--- src/rtl/rx_medida_serial_7o1.sv ---
// rx_medida_serial_7o1: 7O1 serial receiver and decoder for the
// "ddd#" distance message (three ASCII digits, nibble + 0x30, then '#').
// Latency: outputs register one cycle after the stop-bit sample;
// RX itself is delayed 2 cycles by the input synchronizer.
// Backpressure: none, because the serial line cannot be stalled.
// Ports:
//   clock, reset    system clock, asynchronous active-high reset
//   RX              serial input, idle high
//   medida          last valid 12-bit measurement {d0,d1,d2}
//   medida_valida   1-cycle pulse when medida updates
//   erro_paridade   1-cycle pulse on odd-parity failure
//   erro_formato    1-cycle pulse on bad stop bit, illegal char or sequence
//   db_caractere    last 7-bit character received
//   db_estado       receive FSM state code
module rx_medida_serial_7o1 #(
  parameter int CLKS_POR_BIT = 434,
  parameter int N_CONT       = 9
) (
  input  logic        clock,
  input  logic        reset,
  input  logic        RX,
  output logic [11:0] medida,
  output logic        medida_valida,
  output logic        erro_paridade,
  output logic        erro_formato,
  output logic [6:0]  db_caractere,
  output logic [3:0]  db_estado
);

  typedef enum logic [2:0] {
    INICIAL      = 3'd0,
    ESPERA_START = 3'd1,
    DADOS        = 3'd2,
    PARIDADE     = 3'd3,
    STOP         = 3'd4,
    DECODIFICA   = 3'd5,
    ESPERA_LINHA = 3'd6
  } estado_t;

  localparam logic [N_CONT-1:0] FIM_BIT  = N_CONT'(CLKS_POR_BIT - 1);
  localparam logic [N_CONT-1:0] MEIO_BIT = N_CONT'(CLKS_POR_BIT / 2 - 1);

  estado_t           estado, prox_estado;
  logic              rx_meta, rx_sinc;
  logic [N_CONT-1:0] timer;
  logic [2:0]        cont_bits;
  logic [6:0]        dado;
  logic              bit_paridade;
  logic              bit_stop;
  logic [11:0]       acumulador;
  logic [1:0]        cont_dig;

  logic zera_timer;
  logic amostra;
  logic fim_meio, fim_bit;
  logic paridade_ok, eh_digito, eh_hash;

  // Both synchronizer stages reset to the idle level, so leaving reset never
  // looks like a start bit.
  always_ff @(posedge clock or posedge reset) begin
    if (reset) begin
      rx_meta <= 1'b1;
      rx_sinc <= 1'b1;
    end else begin
      rx_meta <= RX;
      rx_sinc <= rx_meta;
    end
  end

  always_ff @(posedge clock or posedge reset) begin
    if (reset) estado <= INICIAL;
    else       estado <= prox_estado;
  end

  assign fim_meio = (timer == MEIO_BIT);
  assign fim_bit  = (timer == FIM_BIT);

  always_comb begin
    prox_estado = estado;
    zera_timer  = 1'b0;
    amostra     = 1'b0;
    case (estado)
      INICIAL: begin
        if (!rx_sinc) begin
          zera_timer  = 1'b1;
          prox_estado = ESPERA_START;
        end
      end
      ESPERA_START: begin
        // A start bit that is high again by mid-bit is a line glitch.
        if (fim_meio) begin
          zera_timer  = 1'b1;
          prox_estado = rx_sinc ? INICIAL : DADOS;
        end
      end
      DADOS: begin
        if (fim_bit) begin
          zera_timer = 1'b1;
          amostra    = 1'b1;
          if (cont_bits == 3'd6) prox_estado = PARIDADE;
        end
      end
      PARIDADE: begin
        if (fim_bit) begin
          zera_timer  = 1'b1;
          amostra     = 1'b1;
          prox_estado = STOP;
        end
      end
      STOP: begin
        if (fim_bit) begin
          zera_timer  = 1'b1;
          amostra     = 1'b1;
          prox_estado = DECODIFICA;
        end
      end
      DECODIFICA: begin
        // A missing stop bit means the line may still be low (break or
        // framing slip): wait for idle before hunting for a new start edge.
        prox_estado = bit_stop ? INICIAL : ESPERA_LINHA;
      end
      ESPERA_LINHA: begin
        if (rx_sinc) prox_estado = INICIAL;
      end
      default: prox_estado = INICIAL;
    endcase
  end

  // Odd parity: data plus parity bit must hold an odd number of ones.
  assign paridade_ok = ^{dado, bit_paridade};
  assign eh_digito   = (dado[6:4] == 3'b011);
  assign eh_hash     = (dado == 7'h23);

  // Bit timing and character assembly.
  always_ff @(posedge clock or posedge reset) begin
    if (reset) begin
      timer        <= '0;
      cont_bits    <= 3'd0;
      dado         <= 7'd0;
      bit_paridade <= 1'b0;
      bit_stop     <= 1'b1;
    end else begin
      if (zera_timer) timer <= '0;
      else            timer <= timer + 1'b1;

      if (estado == INICIAL) cont_bits <= 3'd0;

      if (amostra) begin
        case (estado)
          DADOS: begin
            dado      <= {rx_sinc, dado[6:1]};
            cont_bits <= cont_bits + 3'd1;
          end
          PARIDADE: bit_paridade <= rx_sinc;
          STOP:     bit_stop     <= rx_sinc;
          default:  ;
        endcase
      end
    end
  end

  // Message decode. Each rule is mutually exclusive, so at most one pulse
  // is raised per character.
  always_ff @(posedge clock or posedge reset) begin
    if (reset) begin
      medida        <= 12'd0;
      medida_valida <= 1'b0;
      erro_paridade <= 1'b0;
      erro_formato  <= 1'b0;
      db_caractere  <= 7'd0;
      acumulador    <= 12'd0;
      cont_dig      <= 2'd0;
    end else begin
      medida_valida <= 1'b0;
      erro_paridade <= 1'b0;
      erro_formato  <= 1'b0;
      if (estado == DECODIFICA) begin
        db_caractere <= dado;
        if (!bit_stop) begin
          erro_formato <= 1'b1;
          cont_dig     <= 2'd0;
        end else if (!paridade_ok) begin
          erro_paridade <= 1'b1;
          cont_dig      <= 2'd0;
        end else if (eh_digito && cont_dig != 2'd3) begin
          acumulador <= {acumulador[7:0], dado[3:0]};
          cont_dig   <= cont_dig + 2'd1;
        end else if (eh_hash && cont_dig == 2'd3) begin
          medida        <= acumulador;
          medida_valida <= 1'b1;
          cont_dig      <= 2'd0;
        end else begin
          erro_formato <= 1'b1;
          cont_dig     <= 2'd0;
        end
      end
    end
  end

  assign db_estado = {1'b0, estado};

endmodule
--- config.mk ---
export PLATFORM = sky130hd
export DESIGN_NAME = rx_medida_serial_7o1
export DESIGN_NICKNAME = d
export VERILOG_FILES = /design/src/rtl/rx_medida_serial_7o1.sv
export SDC_FILE = /design/constraint.sdc
export NUM_CORES = 1
export LEC_CHECK = 0
export CAP_MARGIN = 0
export CORE_MARGIN = 2
export CORE_UTILIZATION = 55
export CTS_CLUSTER_SIZE = 40
export DETAILED_ROUTE_END_ITERATION = 12
export DONT_BUFFER_PORTS = 1
export PLACE_DENSITY = 0.82
export SETUP_SLACK_MARGIN = 0.02
export SYNTH_ARGS = -nofsm -noshare
export SYNTH_HDL_FRONTEND = slang
export SYNTH_SLANG_ARGS = --single-unit
--- constraint.sdc ---
create_clock -name clock -period 2.2 [get_ports clock]
set_clock_uncertainty 0.05 [all_clocks]
set_input_delay 0.44 -clock clock [delete_from_list [all_inputs] [get_ports clock]]
set_output_delay 0.44 -clock clock [all_outputs]
set_load 0.005 [all_outputs]
==> summary.md <==
| Metric | Value |
|---|---|
| Outcome | `finished clean` |
| Via count | `1626` |
| GP Congestion | `0.896` |
| VDD IR max | `0.414 mV` |
| Fillers | `409` |
| LEAKAGE | `0.00159 µW` |
| Share of post-route cells with drive strength above 1 | `0.291` |
| First-pass GRT wire length | `7750 µm` |
| Total die area | `5710 µm²` |
| Vias in the first global route | `1718` |
| Core region area | `5010 µm²` |
| Met3 WL | `143 µm` |
| Synth-to-Final Area Change | `12.0%` |
| CP Max Fanout | `14` |
| GRT Residual Overflow | `0` |
| Detailed Routing Iterations Pass 1 | `4` |
| DRC | `0` |
| Initial core utilization | `0.562` |
| Routed wl met2 | `2120 µm` |
| Mapped Area | `2820 µm²` |
| Final Setup Violations | `0` |
| N_diodes | `0` |
| Total GRT Usage | `0.185` |
| PwrDens | `720 nW/µm²` |
| Slew Viols, Final | `0` |
| Final #Nets | `251` |
| Cell variety after synth | `46` |
| Total CTS buffers | `9` |
| Clk sink count | `62` |
| WL/cell | `14.3 µm` |
| Yosys warnings | `0` |
| DR top layer | `met4` |
| WHS | `0.0445 ns` |
| Largest net degree at the start of global routing | `32` |
| Vias per cell | `5.13` |
| Crit Path Class | `reg -> reg` |
| # IOs | `29` |
| Req. time, crit path | `2.38 ns` |
| Peak Freq | `512 MHz` |
| Worst setup SP type | `register` |
| Initial DRC count | `61` |
| Hpwl dp | `3030 µm` |
| Critical Path AT | `2.13 ns` |
| TNS Setup | `0 ns` |
| Avg Cell Area, Syn | `12.1 µm²` |
| DIE HEIGHT | `75.5 µm` |
| Worst-Skew Late Latency | `0.34 ns` |
| Final Routed Wirelength | `4530 µm` |
| Htree depth | `3` |
| Reg clk slew, reported paths | `0.07 ns` |
| Worst Setup End Kind | `register` |
| HP Class | `in -> reg` |
| Post-synthesis sequential area ratio | `0.552` |
| Post-synthesis instance total | `232` |
| CTS Buffer Depth | `2` |
| #FFs+latches synth | `62` |
| Syn Nets | `241` |
| Final worst-path cycle share | `0.887` |
| Post-CTS Setup Inserts | `0` |
| Max-cap viol count | `0` |
| CTS tree | `done` |
| Routed Antenna Nets | `0` |
| DRT met1 WL | `2170 µm` |
| Clock root buffer | `clkbuf_8` |
| Die X | `75.5 µm` |
| Final Hold Vio Count | `0` |
| Unrepaired setup endpoints after global routing | `no` |
| Port bufs | `0` |
| FP Rows | `26` |
| Fin crit period | `1.95 ns` |
| Antenna violations before repair | `0` |
report_power, final:
part	total [µW]	internal [µW]	switching, µW
registers	1140	1140	1.92
logic	31.8	7.54	24.3
clock network	1090	640	453
total	2270	1790	479
path summary, 6_finish.rpt:
check                                 to  slack [ns]     from  cells after the start
max                        acumulador[4]        0.25  dado[3]                      5
min                              rx_meta        0.04       RX                      0
max reg2reg                acumulador[4]        0.25  dado[3]                      5
min reg2reg                      rx_sinc        0.31  rx_meta                      0
max in group asynchronous       bit_stop        0.97    reset                      3
min in group asynchronous       timer[5]        0.51    reset                      2
layout by cell type (no fill, tap or decap), types with 2 or more instances in the layout:
cell type  instances
inv_1              8
xor2_1             4
dfrtp_1           59
o21ai_0            6
nand4_1            3
ha_1               6
nand2_1           31
clkbuf_8           9
nand2b_1           2
mux2_2            27
nand3b_1           2
mux2_4             8
xnor2_1            9
nand3_1            4
and3_1             2
nor2_1            17
buf_4              7
and3b_1            2
clkinv_4           3
bufinv_16          2
dfstp_2            3
a21oi_1            4
critical path, cell delays in order (launching register included):
cell     delay, ns
dfrtp_1       0.46
xnor2_1       0.22
xnor2_1       0.13
xnor2_2       0.27
nand4_4       0.32
mux2_4        0.39
cell type report:
class / instances / area (µm²) / share of cell area
sequential: 62 / 1560 / 0.493
timing repair buffer: 9 / 82.6 / 0.0262
multi-input combinational: 151 / 1170 / 0.371
clock buffer: 9 / 124 / 0.0393
clock inverter: 7 / 98.8 / 0.0314
inverter: 9 / 33.8 / 0.0107
tap: 70 / 87.6 / 0.0278
layer usage:
layer,track usage,vias up
met1,0.242,787
met2,0.285,27
met5,0,-
met3,0.0423,9
li1,-,803
met4,0.101,0
Yosys cell counts, drive strengths merged:
cell type,number,share of area
a21o,1,0.0027
a21oi,4,0.0071
a22oi,1,0.0027
a31oi,1,0.0022
and2,1,0.0022
and2b,1,0.0031
and3,2,0.0044
and3b,2,0.0062
and4b,1,0.0036
buf,7,0.020
clkbuf,3,0.0040
conb,1,0.0013
dfrtp,59,0.52
dfstp,3,0.028
ha,6,0.027
inv,9,0.012
mux2,36,0.15
mux2i,1,0.0036
nand2,32,0.044
nand2b,2,0.0044
nand3,4,0.0071
nand3b,2,0.0053
nand4,5,0.019
nor2,17,0.023
nor2b,1,0.0022
nor3b,1,0.0027
nor4,1,0.0022
nor4b,1,0.0031
o211ai,1,0.0027
o21ai,6,0.011
o311ai,1,0.0031
o31ai,1,0.0027
o32ai,1,0.0058
or2,1,0.0022
or3,1,0.0022
or4b,1,0.0036
xnor2,10,0.034
xor2,4,0.012
logic make-up (layout without fill, tap and decap cells):
group,Yosys count,count (layout),synth area share
buf+inv,19,34,0.0360
simple gates,76,76,0.140
fa+ha+maj,6,6,0.0267
flops,62,62,0.552
xor+xnor,14,14,0.0462
compound gates,17,17,0.0396
other cells,1,1,0.00133
mux,37,37,0.158
through the flow:
stage	util	setup WS, ns	cell area [µm²]	std cells	power (µW)
after global placement	0.580	0.157	2910	300	1200
after global routing	0.629	0.0688	3150	317	2350
after floorplan	-	0.143	2820	232	1190
after CTS	0.627	0.0692	3140	317	2300
final	0.629	0.248	3150	317	2270
after detailed placement	0.580	0.101	2910	300	1200
state kept, by name (all words and copies together) (netlist names):
name           flops
cont_bits          3
bit_paridade       1
medida            12
medida_valida      1
estado             3
bit_stop           1
timer              9
cont_dig           2
dado               7
acumulador        12
erro_paridade      1
db_caractere       7
erro_formato       1
rx_sinc            1
rx_meta            1
repair_timing:
| action | CTS | global route |
|---|---|---|
| resized for setup | 0 | 3 |
| endpoints found under the setup margin | 0 | 2 |
| endpoints found under the hold margin | 14 | 0 |
| hold buffers | 1 | 0 |
Note: power is estimated with default switching activity, not from simulation.
